## config.mk

```make
export PLATFORM = sky130hd
export DESIGN_NAME = sd_crc_lanes
export DESIGN_NICKNAME = d
export VERILOG_FILES = /design/src/rtl/sd_crc_pkg.sv /design/src/rtl/sd_crc_lane.sv /design/src/rtl/sd_crc_lanes.sv
export SDC_FILE = /design/constraint.sdc
export NUM_CORES = 1
export LEC_CHECK = 0
export BUFFER_PORTS_ARGS = -buffer_cell sky130_fd_sc_hd__buf_2
export CAP_MARGIN = 30
export CORE_MARGIN = 2
export CORE_UTILIZATION = 45
export DETAILED_ROUTE_END_ITERATION = 12
export HOLD_SLACK_MARGIN = 0.1
export PLACE_DENSITY_LB_ADDON = 0.3
export SLEW_MARGIN = 15
export SYNTH_ARGS = -nofsm -noshare
export SYNTH_HDL_FRONTEND = slang
export SYNTH_SLANG_ARGS = --single-unit
export TNS_END_PERCENT = 50
```

## constraint.sdc

```tcl
create_clock -name CLK -period 4.6 [get_ports CLK]
set_input_delay 1.15 -clock CLK [delete_from_list [all_inputs] [get_ports CLK]]
set_output_delay 1.15 -clock CLK [all_outputs]
set_load 0.1 [all_outputs]
```

## src/rtl/sd_crc_pkg.sv

```systemverilog
// Shared types and constants for the SD CRC lane blocks: FSM state encoding
// plus the standard SD CMD/DAT CRC widths and polynomials.
package sd_crc_pkg;

  typedef enum logic [0:0] {
    ST_ACCUM = 1'b0,
    ST_SHIFT = 1'b1
  } crc_state_e;

  localparam logic [6:0]  CRC7_POLY    = 7'h09;
  localparam logic [15:0] CRC16_POLY   = 16'h1021;
  localparam int unsigned SD_CMD_CRC_W = 7;
  localparam int unsigned SD_DAT_CRC_W = 16;
  localparam int unsigned SD_DAT_LANES = 4;

endpackage

```

## src/rtl/sd_crc_lane.sv

```systemverilog
// One serial CRC LFSR with load-INIT, accumulate-step and zero-fill shift.
// With SD_CRC_CHECK_EN defined it also exports its next-state value.
module sd_crc_lane
  import sd_crc_pkg::*;
#(
  parameter int unsigned      CRC_W = SD_DAT_CRC_W,
  parameter logic [CRC_W-1:0] POLY  = CRC16_POLY,
  parameter logic [CRC_W-1:0] INIT  = '0
) (
  input  logic             clk,
  input  logic             rst_n,
  input  logic             load_init,
  input  logic             step_en,
  input  logic             shift_en,
  input  logic             bit_in,
  output logic [CRC_W-1:0] crc_o
`ifdef SD_CRC_CHECK_EN
  ,
  output logic [CRC_W-1:0] crc_next_o
`endif
);

  logic [CRC_W-1:0] crc_q;
  logic [CRC_W-1:0] crc_d;
  logic [CRC_W-1:0] shifted;
  logic             fb;

  always_comb begin
    shifted = {crc_q[CRC_W-2:0], 1'b0};
    fb      = bit_in ^ crc_q[CRC_W-1];
    crc_d   = crc_q;
    // Load wins over shift, shift wins over step; the top keeps them exclusive anyway.
    if (load_init) begin
      crc_d = INIT;
    end else if (shift_en) begin
      crc_d = shifted;
    end else if (step_en) begin
      crc_d = shifted ^ (fb ? POLY : '0);
    end
  end

  always_ff @(posedge clk or negedge rst_n) begin
    if (!rst_n) begin
      crc_q <= INIT;
    end else begin
      crc_q <= crc_d;
    end
  end

  assign crc_o = crc_q;

`ifdef SD_CRC_CHECK_EN
  assign crc_next_o = crc_d;
`endif

endmodule

```

## src/rtl/sd_crc_lanes.sv

```systemverilog
// Multi-lane SD CRC7/CRC16 generator/checker with MSB-first serialiser.
// Optional zero-residue flag CRC_OK is built only when SD_CRC_CHECK_EN is defined.
module sd_crc_lanes
  import sd_crc_pkg::*;
#(
  parameter int unsigned      CRC_W = SD_DAT_CRC_W,
  parameter logic [CRC_W-1:0] POLY  = CRC16_POLY,
  parameter int unsigned      LANES = SD_DAT_LANES,
  parameter logic [CRC_W-1:0] INIT  = '0
) (
  input  logic                   CLK,
  input  logic                   RST,
  input  logic                   CLR,
  input  logic                   Enable,
  input  logic [LANES-1:0]       BITVAL,
  input  logic                   SHIFT_START,
  output logic [LANES*CRC_W-1:0] CRC,
  output logic [LANES-1:0]       SER_OUT,
  output logic                   SER_VALID,
  output logic                   SER_DONE
`ifdef SD_CRC_CHECK_EN
  ,
  output logic                   CRC_OK
`endif
);

  localparam int unsigned CNT_W = $clog2(CRC_W);

  crc_state_e       state_q, state_d;
  logic [CNT_W-1:0] cnt_q, cnt_d;
  logic             lane_load, lane_step, lane_shift;
  logic [CRC_W-1:0] lane_crc [LANES];

  always_comb begin
    state_d    = state_q;
    cnt_d      = cnt_q;
    lane_load  = 1'b0;
    lane_step  = 1'b0;
    lane_shift = 1'b0;
    if (CLR) begin
      state_d   = ST_ACCUM;
      cnt_d     = '0;
      lane_load = 1'b1;
    end else begin
      case (state_q)
        ST_ACCUM: begin
          // A start request drops any bit offered in the same cycle.
          if (SHIFT_START) begin
            state_d = ST_SHIFT;
            cnt_d   = CNT_W'(CRC_W - 1);
          end else if (Enable) begin
            lane_step = 1'b1;
          end
        end
        ST_SHIFT: begin
          if (cnt_q == '0) begin
            lane_load = 1'b1;
            state_d   = ST_ACCUM;
          end else begin
            lane_shift = 1'b1;
            cnt_d      = cnt_q - 1'b1;
          end
        end
        default: begin
          state_d   = ST_ACCUM;
          cnt_d     = '0;
          lane_load = 1'b1;
        end
      endcase
    end
  end

  always_ff @(posedge CLK or negedge RST) begin
    if (!RST) begin
      state_q <= ST_ACCUM;
      cnt_q   <= '0;
    end else begin
      state_q <= state_d;
      cnt_q   <= cnt_d;
    end
  end

  assign SER_VALID = (state_q == ST_SHIFT);
  assign SER_DONE  = (state_q == ST_SHIFT) && (cnt_q == '0);

`ifdef SD_CRC_CHECK_EN
  logic [CRC_W-1:0] lane_next [LANES];
  logic [LANES-1:0] lane_zero;
  logic             crc_ok_q, crc_ok_d;
`endif

  genvar gi;
  generate
    for (gi = 0; gi < LANES; gi++) begin : g_lane
      sd_crc_lane #(
        .CRC_W(CRC_W),
        .POLY (POLY),
        .INIT (INIT)
      ) u_lane (
        .clk       (CLK),
        .rst_n     (RST),
        .load_init (lane_load),
        .step_en   (lane_step),
        .shift_en  (lane_shift),
        .bit_in    (BITVAL[gi]),
        .crc_o     (lane_crc[gi])
`ifdef SD_CRC_CHECK_EN
        ,
        .crc_next_o(lane_next[gi])
`endif
      );

      assign CRC[gi*CRC_W +: CRC_W] = lane_crc[gi];
      assign SER_OUT[gi]            = SER_VALID & lane_crc[gi][CRC_W-1];

`ifdef SD_CRC_CHECK_EN
      assign lane_zero[gi] = (lane_next[gi] == '0);
`endif
    end
  endgenerate

`ifdef SD_CRC_CHECK_EN
  // Registered from the lanes' next state so it tracks CRC with the same latency.
  assign crc_ok_d = &lane_zero;

  always_ff @(posedge CLK or negedge RST) begin
    if (!RST) begin
      crc_ok_q <= (INIT == '0);
    end else begin
      crc_ok_q <= crc_ok_d;
    end
  end

  assign CRC_OK = crc_ok_q;
`endif

endmodule
```

-- Word-level counts from Yosys, hierarchy flattened
Index checks and enable logic that the tools add are counted.
- flip-flop bits (word level): 69
- bits in latches: 0
- bits in writable memories: 0
- memory bits (read-only): 0
- input bits: 9
- output and inout bits: 70
- logic and storage cells: 59
- memories: 0
- $add $sub $neg: 1
- $mul: 0
- divide/modulo/power cells: 0
- order comparisons: 0
- equality and inequality tests: 2
- shift operators: 0
- mux-type cells: 33
- bitwise logic cells: 13
- reduce and logical (&&, ||, !) cells: 4
- operator list (kind ; count):
    $mux 16 ; 12
    $xor 16x16->16 ; 4
    $mux 13 ; 4
    $mux 1 ; 12
    $mux 4 ; 3
    $pmux 4 s2 ; 1
    $ne 3x3->1 const B ; 2
    $and 1x1->1 ; 4
    $logic_not 4->1 ; 1
    $sub 4x1->4 const B ; 1
    $xor 1x1->1 ; 4
    $reduce_bool 3->1 ; 1
    $pmux 1 s2 ; 1
    $reduce_and 2->1 ; 1
    $logic_and 1x1->1 ; 1
    $not 1->1 ; 1

-- Logic depth before layout (Yosys ltp)
- depth after elaboration: 7
- gate-level depth with buffers: 8
- mapped depth without buffers: 5

-- Modules after synthesis
Synthesis repeated with hierarchy kept, for this count alone.
- cell total of the unflattened synthesis: 335
- area, all modules: 3400.8 um2
- modules (own cells, without submodules) (module ; instances ; cells each ; area each (um2) ; sequential area each (um2)):
    sd_crc_lane ; 4 ; 75 ; 765.7 ; 400.4
    sd_crc_lanes ; 1 ; 35 ; 337.8 ; 125.1

-- Least setup slack after synthesis
OpenSTA, ideal clock, no wires.
- path kind: register to output
- start: register state_q (netlist: SER_VALID)
- end: output SER_DONE
- arrival time: 2.178 ns
- required time: 3.450 ns
- path slack: 1.272 ns
- cell stages (with the launch flop): 3
- buffers on the path: 0
- cells stage by stage: dfrtp_1 -> or4bb_1 -> inv_1
- longest elaborated chain between the ends: 1
- ends and longest elaborated chain (item ; line ; RTL):
    start: declaration ; sd_crc_lanes.sv:29 ; crc_state_e state_q, state_d;
    start signal: assignment ; sd_crc_lanes.sv:78 ; state_q <= state_d;
    $logic_and 1x1->1 ; sd_crc_lanes.sv:84 ; assign SER_DONE = (state_q == ST_SHIFT) && (cnt_q == '0);
    end: declaration ; sd_crc_lanes.sv:20 ; output logic SER_DONE
Every way passes these cells.

-- Final worst setup path
Same ends and word-level chain as after synthesis.

==> results.md <==
* Status: complete, no violations
* Relative slew margins at 54.05%
* Top delay family on crit path: flip-flops
* Reg2reg path depth at 6
* Average cell area after synthesis at 13.96 um^2
* Setup TNS at 0 ns
* Crit share post-route at 69.69%
* Post-Syn Area at 0.002750 mm^2
* Most used DFF post-synth: dfrtp_1
* Hold endpoint: g_lane[0].u_lane.crc_o[10]
* LEAKAGE at 1.806 nW
* I/O pin cnt at 79
* DIE AREA at 0.006753 mm^2
* Die height at 82.18 um
* Flops & latches, synth at 69
* Distinct cells, synth at 31
* Initial core utilization at 46.45%
* Worst-path clk slew at 0.07 ns
* Post-route DRC at 0
* Wirelength, routed at 5982 um
* I/O Buffers at 78
* Setup Skew at 0.01004 ns
* Synth area leaders: dfrtp_1, a22o_1, a221o_1
* Synth-to-layout area growth at 21.88%
* CTS Buf Count at 9
* Setup violators final at 0
* First-pass GRT wire length at 9487 um
* Leading cell types by count after synthesis: dfrtp_1, a22o_1, nor3_1
* Critical path arrival at 2.06 ns
* Net Count, Synth at 207
* Vias in the first global route at 1842
* Chip width at 82.18 um
* Cts hold-fix bufs at 0
* GR Overflow Total at 0
* Layout cell share with drive strength beyond 1 at 36.69%
* Bufs and invs on worst path at 2
* P_sw at 0.3603 mW
* Crit-path slowest cell: dfrtp_1
* Internal at 0.8779 mW
* Hold Slack at 0.5223 ns
* Max Root-Sink Buffers at 2
* P per Cell Area at 369.4 mW/mm^2
* Maximum clock rate at 0.3119 GHz
* Critical-path cell list: or4bb_1 -> inv_1 -> buf_2
* Hold Crit Depth at 1
* Post-synth EDFFs at 0
* Worst hold-check path type: reg2reg
* Filler instances at 525
* CP startpoint kind: register
* Initial antenna violation count at 0
* RSZ-0062 raised after global routing: no
* Clock sinks at 69
* Drt pass-1 iters at 4
* Critical Path RT at 3.45 ns
* Final HPWL DP at 3875 um
* # nets final at 283
* Post-DP Area at 0.003148 mm^2
* Root buf cell: clkbuf_8
* Sequential area share after synthesis at 62.78%
* Vias after detailed routing at 2030
* Maximum vdd drop at 161.2 uV
* Dominant cell type by area after synthesis: dfrtp_1
* Final GP Congestion at 0.6823
* Final ANT Viol Nets at 0
* CP Class: reg2out
* Seq. cell area at 0.001727 mm^2
* Antenna Cells at 0
* Final Slew Violations at 0
* Clk_lat worst skew at 0.34 ns
* Reg2Reg Launch Point: cnt_q[1]
* Initial drt markers at 100
* Vias per inst at 5.751
* Async set-reset flop share out of synthesis at 100.0%
* Worst Tran Pin Value at 0.6893 ns
* Cells after Synth at 197
* All-Layer GR Usage at 19.19%
* CTS tree: yes
* Post-DR wirelength/cell at 16.95 um
* Worst path max stage delay at 0.69 ns
* Clk pwr share at 35.3%
* Sw Ratio at 29.10%
* Largest net degree at the start of global routing at 56
* Max FO, Critical Path at 18
* CP endpoint kind: output pin
* Gate power share at 13.6%
* Final min period at 3.206 ns
* Yosys Warn Count at 0
* Reg2reg setup slack at 2.39 ns
* Critical hold path startpoint: g_lane[0].u_lane.crc_o[10]
* # resized after CTS at 0
* Final instance area at 0.003352 mm^2
* Max Cap Viol at 0
* Top cell type's share of synthesized area at 62.78%
* Count leader, synth: dfrtp_1
* Seq pwr share at 51.2%
* Multi-input logic area at 910.9 um^2
* Reg2reg end: g_lane[1].u_lane.crc_o[2]
* Setup Fix Bufs, Post-CTS at 0
* Fin. Hold Viols at 0
* CTS H-tree lvls at 3
* Row count at 28
* Core ar. at 0.005921 mm^2
* Overall power at 1.238 mW
## per-layer routing
layer,vias up,global-route usage (%),share of wire (%)
met2,73,26.83,44
met4,0,8.000,1.6
met5,-,0,0
li1,921,-,-
met3,11,5.870,6.6
met1,1025,27.77,48
## layout make-up
type,instances,share of cell area (%)
clock buffer,11,4.517
clock inverter,5,0.7465
inverter,3,0.3359
multi-input combinational,109,27.17
sequential,69,51.51
tap,75,2.800
timing repair buffer,81,12.92
## sequential cells by signal, summed over array words and instances, names as in the netlist
| signal | flops |
|---|---|
| cnt_q | 4 |
| g_lane.u_lane.crc_o | 64 |
| SER_VALID | 1 |
## power by group through the flow
stage          combinational [mW]  sequential [mW]  clock (mW)
2_1_floorplan              0.0790            0.697           0
3_3_place_gp                0.163            0.644           0
3_5_place_dp                0.164            0.644           0
4_1_cts                     0.164            0.633       0.450
5_1_grt                     0.180            0.635       0.482
6_report                    0.168            0.633       0.437
## cells in the final DEF, fill, tap and decap left out, types with 3 or more instances in the layout
| master | instances |
|---|---|
| a22o_1 | 56 |
| clkinv_2 | 5 |
| a221o_1 | 8 |
| buf_2 | 78 |
| and2_1 | 4 |
| dfrtp_1 | 69 |
| clkbuf_8 | 11 |
| inv_1 | 3 |
| nor3_1 | 10 |
| o2bb2ai_1 | 4 |
| xnor2_1 | 4 |
## metrics by stage
step           util, %  worst slack (ns)  std cells
3_5_place_dp     53.17             1.645        336
4_1_cts          56.15             1.393        352
5_1_grt          56.61             1.276        353
2_1_floorplan        -             1.272        197
3_3_place_gp     53.17             1.668        336
6_report         56.61             1.394        353
## worst max-delay path by stage
stage,startpoint,end,cells past startpoint
2_1_floorplan,SER_VALID,SER_DONE,2
3_3_place_gp,CLR,g_lane[0].u_lane.crc_o[3],4
3_5_place_dp,CLR,g_lane[1].u_lane.crc_o[4],4
4_1_cts,SER_VALID,SER_DONE,3
5_1_grt,SER_VALID,SER_DONE,3
6_report,SER_VALID,SER_DONE,3
## logic make-up after synthesis
family	count (synthesis)	synth area share, %
flip-flops	69	62.78
adder cells (fa/ha/maj)	1	0.4549
multiplexers	2	0.7734
AND/OR/NAND/NOR	25	6.142
buffers and inverters	19	4.367
AO/OA/AOI/OAI	77	24.20
XOR/XNOR	4	1.274
## worst register-to-register path: stages, from the launching register on
cell	delay [ns]
dfrtp_1	0.40
inv_1	0.09
ha_1	0.22
or3b_1	0.48
a21o_2	0.41
buf_16	0.25
a22o_1	0.25
No activity file was read; power rests on OpenSTA's default activity.
